### src/rtl/ram64_bist.sv
`default_nettype none
// ============================================================================
// Module   : ram64_bist
// Brief    : Write/read-back self test for a 64 x 16 RAM with address-keyed
//            patterns. Define RAM64_BIST_INV_PASS_EN to add a second,
//            inverted-pattern write/read pass.
// Revision : 1.0 - initial release
// ============================================================================
module ram64_bist (
    input  logic        clk,
    input  logic        rst_n,
    input  logic        start,
    input  logic [15:0] ram_out,
    output logic [15:0] ram_in,
    output logic [5:0]  ram_addr,
    output logic        ram_load,
    output logic        busy,
    output logic        done,
    output logic        pass,
    output logic [5:0]  fail_addr,
    output logic [7:0]  err_count
);

    localparam logic [15:0] c_pat0 = 16'hA5A5;
`ifdef RAM64_BIST_INV_PASS_EN
    localparam logic [15:0] c_pat1 = 16'h5A5A;

    typedef enum logic [2:0] {
        S_IDLE   = 3'd0,
        S_WRITE  = 3'd1,
        S_READ   = 3'd2,
        S_DONE   = 3'd3,
        S_WRITE2 = 3'd4,
        S_READ2  = 3'd5
    } state_t;
`else
    typedef enum logic [1:0] {
        S_IDLE  = 2'd0,
        S_WRITE = 2'd1,
        S_READ  = 2'd2,
        S_DONE  = 2'd3
    } state_t;
`endif

    state_t      r_state;
    logic [5:0]  r_cnt;
    logic [7:0]  r_err_count;
    logic [5:0]  r_fail_addr;

    logic        w_is_write;
    logic        w_is_read;
    logic [15:0] w_pat;
    logic [15:0] w_exp;
    logic        w_mismatch;
    logic        w_last;

    function automatic logic [15:0] f_expect(input logic [15:0] pat, input logic [5:0] a);
        return pat ^ {a, a, a[3:0]};
    endfunction

    // All RAM-facing signals decode registered state only.
    always_comb begin
        w_is_write = 1'b0;
        w_is_read  = 1'b0;
        w_pat      = c_pat0;
        case (r_state)
            S_WRITE:  w_is_write = 1'b1;
            S_READ:   w_is_read  = 1'b1;
`ifdef RAM64_BIST_INV_PASS_EN
            S_WRITE2: begin
                w_is_write = 1'b1;
                w_pat      = c_pat1;
            end
            S_READ2: begin
                w_is_read  = 1'b1;
                w_pat      = c_pat1;
            end
`endif
            default: ;
        endcase
    end

    assign w_exp      = f_expect(w_pat, r_cnt);
    assign w_mismatch = w_is_read && (ram_out != w_exp);
    assign w_last     = (r_cnt == 6'd63);

    assign busy      = w_is_write | w_is_read;
    assign done      = (r_state == S_DONE);
    assign pass      = done && (r_err_count == 8'd0);
    assign ram_load  = w_is_write;
    assign ram_addr  = busy ? r_cnt : 6'd0;
    assign ram_in    = w_is_write ? w_exp : 16'd0;
    assign fail_addr = r_fail_addr;
    assign err_count = r_err_count;

    always_ff @(posedge clk or negedge rst_n) begin
        if (!rst_n) begin
            r_state     <= S_IDLE;
            r_cnt       <= 6'd0;
            r_err_count <= 8'd0;
            r_fail_addr <= 6'd0;
        end else begin
            case (r_state)
                S_IDLE, S_DONE: begin
                    if (start) begin
                        r_state     <= S_WRITE;
                        r_cnt       <= 6'd0;
                        r_err_count <= 8'd0;
                        r_fail_addr <= 6'd0;
                    end
                end
                S_WRITE: begin
                    r_cnt <= r_cnt + 6'd1;
                    if (w_last) r_state <= S_READ;
                end
                S_READ: begin
                    r_cnt <= r_cnt + 6'd1;
`ifdef RAM64_BIST_INV_PASS_EN
                    if (w_last) r_state <= S_WRITE2;
`else
                    if (w_last) r_state <= S_DONE;
`endif
                end
`ifdef RAM64_BIST_INV_PASS_EN
                S_WRITE2: begin
                    r_cnt <= r_cnt + 6'd1;
                    if (w_last) r_state <= S_READ2;
                end
                S_READ2: begin
                    r_cnt <= r_cnt + 6'd1;
                    if (w_last) r_state <= S_DONE;
                end
`endif
                default: r_state <= S_IDLE;
            endcase

            // Saturating count never returns to zero, so zero marks "no mismatch yet".
            if (w_mismatch) begin
                if (r_err_count != 8'hFF) r_err_count <= r_err_count + 8'd1;
                if (r_err_count == 8'd0)  r_fail_addr <= r_cnt;
            end
        end
    end

endmodule
`default_nettype wire

### config.mk
export PLATFORM = sky130hd
export DESIGN_NAME = ram64_bist
export DESIGN_NICKNAME = d
export VERILOG_FILES = /design/src/rtl/ram64_bist.sv
export SDC_FILE = /design/constraint.sdc
export NUM_CORES = 1
export LEC_CHECK = 0
export ABC_AREA = 1
export CORE_UTILIZATION = 30
export CTS_BUF_LIST = sky130_fd_sc_hd__clkbuf_4 sky130_fd_sc_hd__clkbuf_8
export CTS_CLUSTER_SIZE = 14
export DETAILED_ROUTE_END_ITERATION = 16
export PLACE_DENSITY = 0.64
export SLEW_MARGIN = 20
export SYNTH_ARGS = -nofsm -noshare
export SYNTH_HDL_FRONTEND = slang
export SYNTH_SLANG_ARGS = --single-unit
### constraint.sdc
create_clock -name clk -period 4.5 [get_ports clk]
set_input_delay 0.45 -clock clk [delete_from_list [all_inputs] [get_ports clk]]
set_output_delay 0.45 -clock clk [all_outputs]
set_load 0.05 [all_outputs]
==> flow_metrics.tcl <==
set metrics [dict create \
    via_per_inst 4.55 \
    fp.dieH_um 79.9 \
    drtIter0Drc 202 \
    finalWirelength_um 4830 \
    track_usage_pct 16.5 \
    max_cap_violations 0 \
    critPathLaunchType "flip-flop" \
    antenna_cells 0 \
    syn_inst 306 \
    mostFrequentLayoutCells "115 x nand2_1, 57 x clkdlybuf4s50_1, 45 x inv_1" \
    comb_power_share_pct 68.0 \
    io_buffers 58 \
    cts_max_path_buffers 2 \
    end_kind "primary output" \
    clkTransAtPathRegs_ns 0.09 \
    worstMarginPinSlew_ns 0.667 \
    setup_violations 0 \
    reg2reg_to "err_count[4]" \
    wire_per_inst_um 11.4 \
    synth-seq-cells 22 \
    area_growth_pct 35.7 \
    initial_core_util_pct 32.1 \
    path_class "flip-flop to primary output" \
    p_int_mw 0.689 \
    clock_skew_ns 0.00191 \
    ys_types 26 \
    yosys-top-cells-area "dfrtp_1 30%, nand2_1 24%, inv_1 9.3%" \
    synth_top_area_share_pct 30.3 \
    die_area_um2 6380 \
    fin_ws_ns 1.51 \
    cts_buffers 3 \
    cts_tree "done" \
    dpl.hpwl_um 3530 \
    ys_seq_area_share_pct 30.3 \
    p_sw_share_pct 56.5 \
    path_max_fanout 7 \
    globalplace.congestion 0.825 \
    syn_area_um2 1820 \
    grt_pass1_vias 1796 \
    routed-via-count 1932 \
    htree_levels 1 \
    cts.sinks 22 \
    p_total_mw 1.58 \
    power_density_nw_per_um2 641 \
    die_w_um 79.9 \
    cts_setup_buffers 0 \
    fin_nets 380 \
    p_leak_nw 1.30 \
    regToRegSetupSlack_ns 2.16 \
    core_area_um2 5680 \
    grt_max_degree 23 \
    final_hold_viol_count 0 \
    dp_slack_ns 1.83 \
    grt_pass1_wl_um 8320 \
    layout-drive-gt1-share_pct 3.97 \
    rsz0062_at_grt "no" \
    yosysWarnings 0 \
    ff2ff_path_depth 9 \
    fin_crit_ns 2.99 \
    syn_avg_cell_area_um2 5.95 \
    fin_crit_sh_pct 66.4 \
    yosysTopAreaCell "dfrtp_1" \
    post_cts_resized 0 \
    gr-total-overflow 0 \
    finalMaxSlewViolations 0 \
    status "finished, final reports clean" \
    clkPwrFrac_pct 12.0 \
    drc 0 \
    rr_startpoint "r_state[0]" \
    cp-startpoint "err_count[0]" \
    ir_worst_vdd_v 0.000453 \
    cts_root_buffer "clkbuf_8" \
    p_switching_mw 0.893 \
    rows 27 \
    clkLatencyLatePin_ns 0.27 \
    syn_nets 332 \
    antenna_found_initial 0 \
    ant_nets 0 \
    worstPathRequired_ns 4.05 \
    tns_ns 0 \
    hold_buffers 0 \
    final_common_cell "nand2_1" \
    maxSlewHeadroom_pct 55.5 \
    hold_path_class "input pin to async pin" \
    critPathArrivalTime_ns 2.54 \
    power_frac_seq_pct 20.1 \
    first_pass_iters 4 \
    fmax_mhz 335 \
    ios 59 \
]
==> worst max-delay path by stage <==
stage / endpoint / slack [ns] / cells after the start
after CTS: pass / 1.52 / 6
final: pass / 1.51 / 6
after global placement: pass / 1.89 / 6
after floorplan: ram_in[10] / 1.68 / 6
after detailed placement: pass / 1.83 / 6
after global routing: pass / 1.37 / 6
==> cells in the mapped netlist (all sizes together) <==
library cell  instances
o22ai                 1
o21ai                15
nor3                  3
nor3b                 1
inv                  48
xnor2                 1
buf                  13
dfrtp                22
nor2                 37
or2                   2
nand4                 1
nand3                33
nand3b                1
and3                  1
clkbuf                2
a21oi                 1
nand2               117
ha                    7
==> routing by layer <==
layer,vias up,track usage [%],wire [um],part of all wire [%]
met2,56,27.4,2160,45
li1,1015,-,-,-
met4,0,4.64,45,0.93
met5,-,0,0,0
met1,856,22.1,2310,48
met3,5,2.29,309,6.4
==> registers in the layout, summed over array words and instances (netlist names) <==
register and cells:
fail_addr 6, r_cnt 6, r_state 2, err_count 8
==> power by group through the flow <==
stage | Clock (mW) | Combinational, mW | Sequential (mW)
after global routing | 0.200 | 1.17 | 0.327
after detailed placement | 0 | 1.08 | 0.321
after CTS | 0.193 | 1.08 | 0.317
after global placement | 0 | 1.08 | 0.319
final | 0.189 | 1.08 | 0.318
after floorplan | 0 | 0.737 | 0.352
==> per-stage QoR <==
stage | utilization [%] | hold WS, ns | area [um^2] | instances
2_1_floorplan | - | 0.154 | 1820 | 306
3_3_place_gp | 42.3 | 0.530 | 2400 | 421
3_5_place_dp | 42.3 | 0.553 | 2400 | 421
4_1_cts | 43.6 | 0.574 | 2470 | 425
5_1_grt | 43.5 | 0.177 | 2470 | 425
6_report | 43.5 | 0.136 | 2470 | 425
==> layout make-up <==
type / instances / area, um^2
repair buffers: 58 / 576
inverters: 48 / 180
clock buffers: 3 / 41.3
well taps: 72 / 90.1
fillers: 640 / 3210
multi-input cells: 221 / 1000
flip-flops and latches: 22 / 551
clock inverters: 1 / 30.0
==> kinds of logic after synthesis <==
logic type / share of synthesized area, %
XOR/XNOR: 0.482
AO/OA/AOI/OAI: 4.75
adder cells (fa/ha/maj): 4.81
buffers and inverters: 14.7
flip-flops: 30.3
AND/OR/NAND/NOR: 45.0
==> critical path: stages (launching register included) <==
cell             delay (ns)
dfrtp_1                0.43
inv_1                  0.09
ha_1                   0.15
nor3b_2                0.38
nand2_1                0.27
nor2_1                 0.14
clkdlybuf4s50_1        0.81
Note: power is estimated with default switching activity, not from simulation.
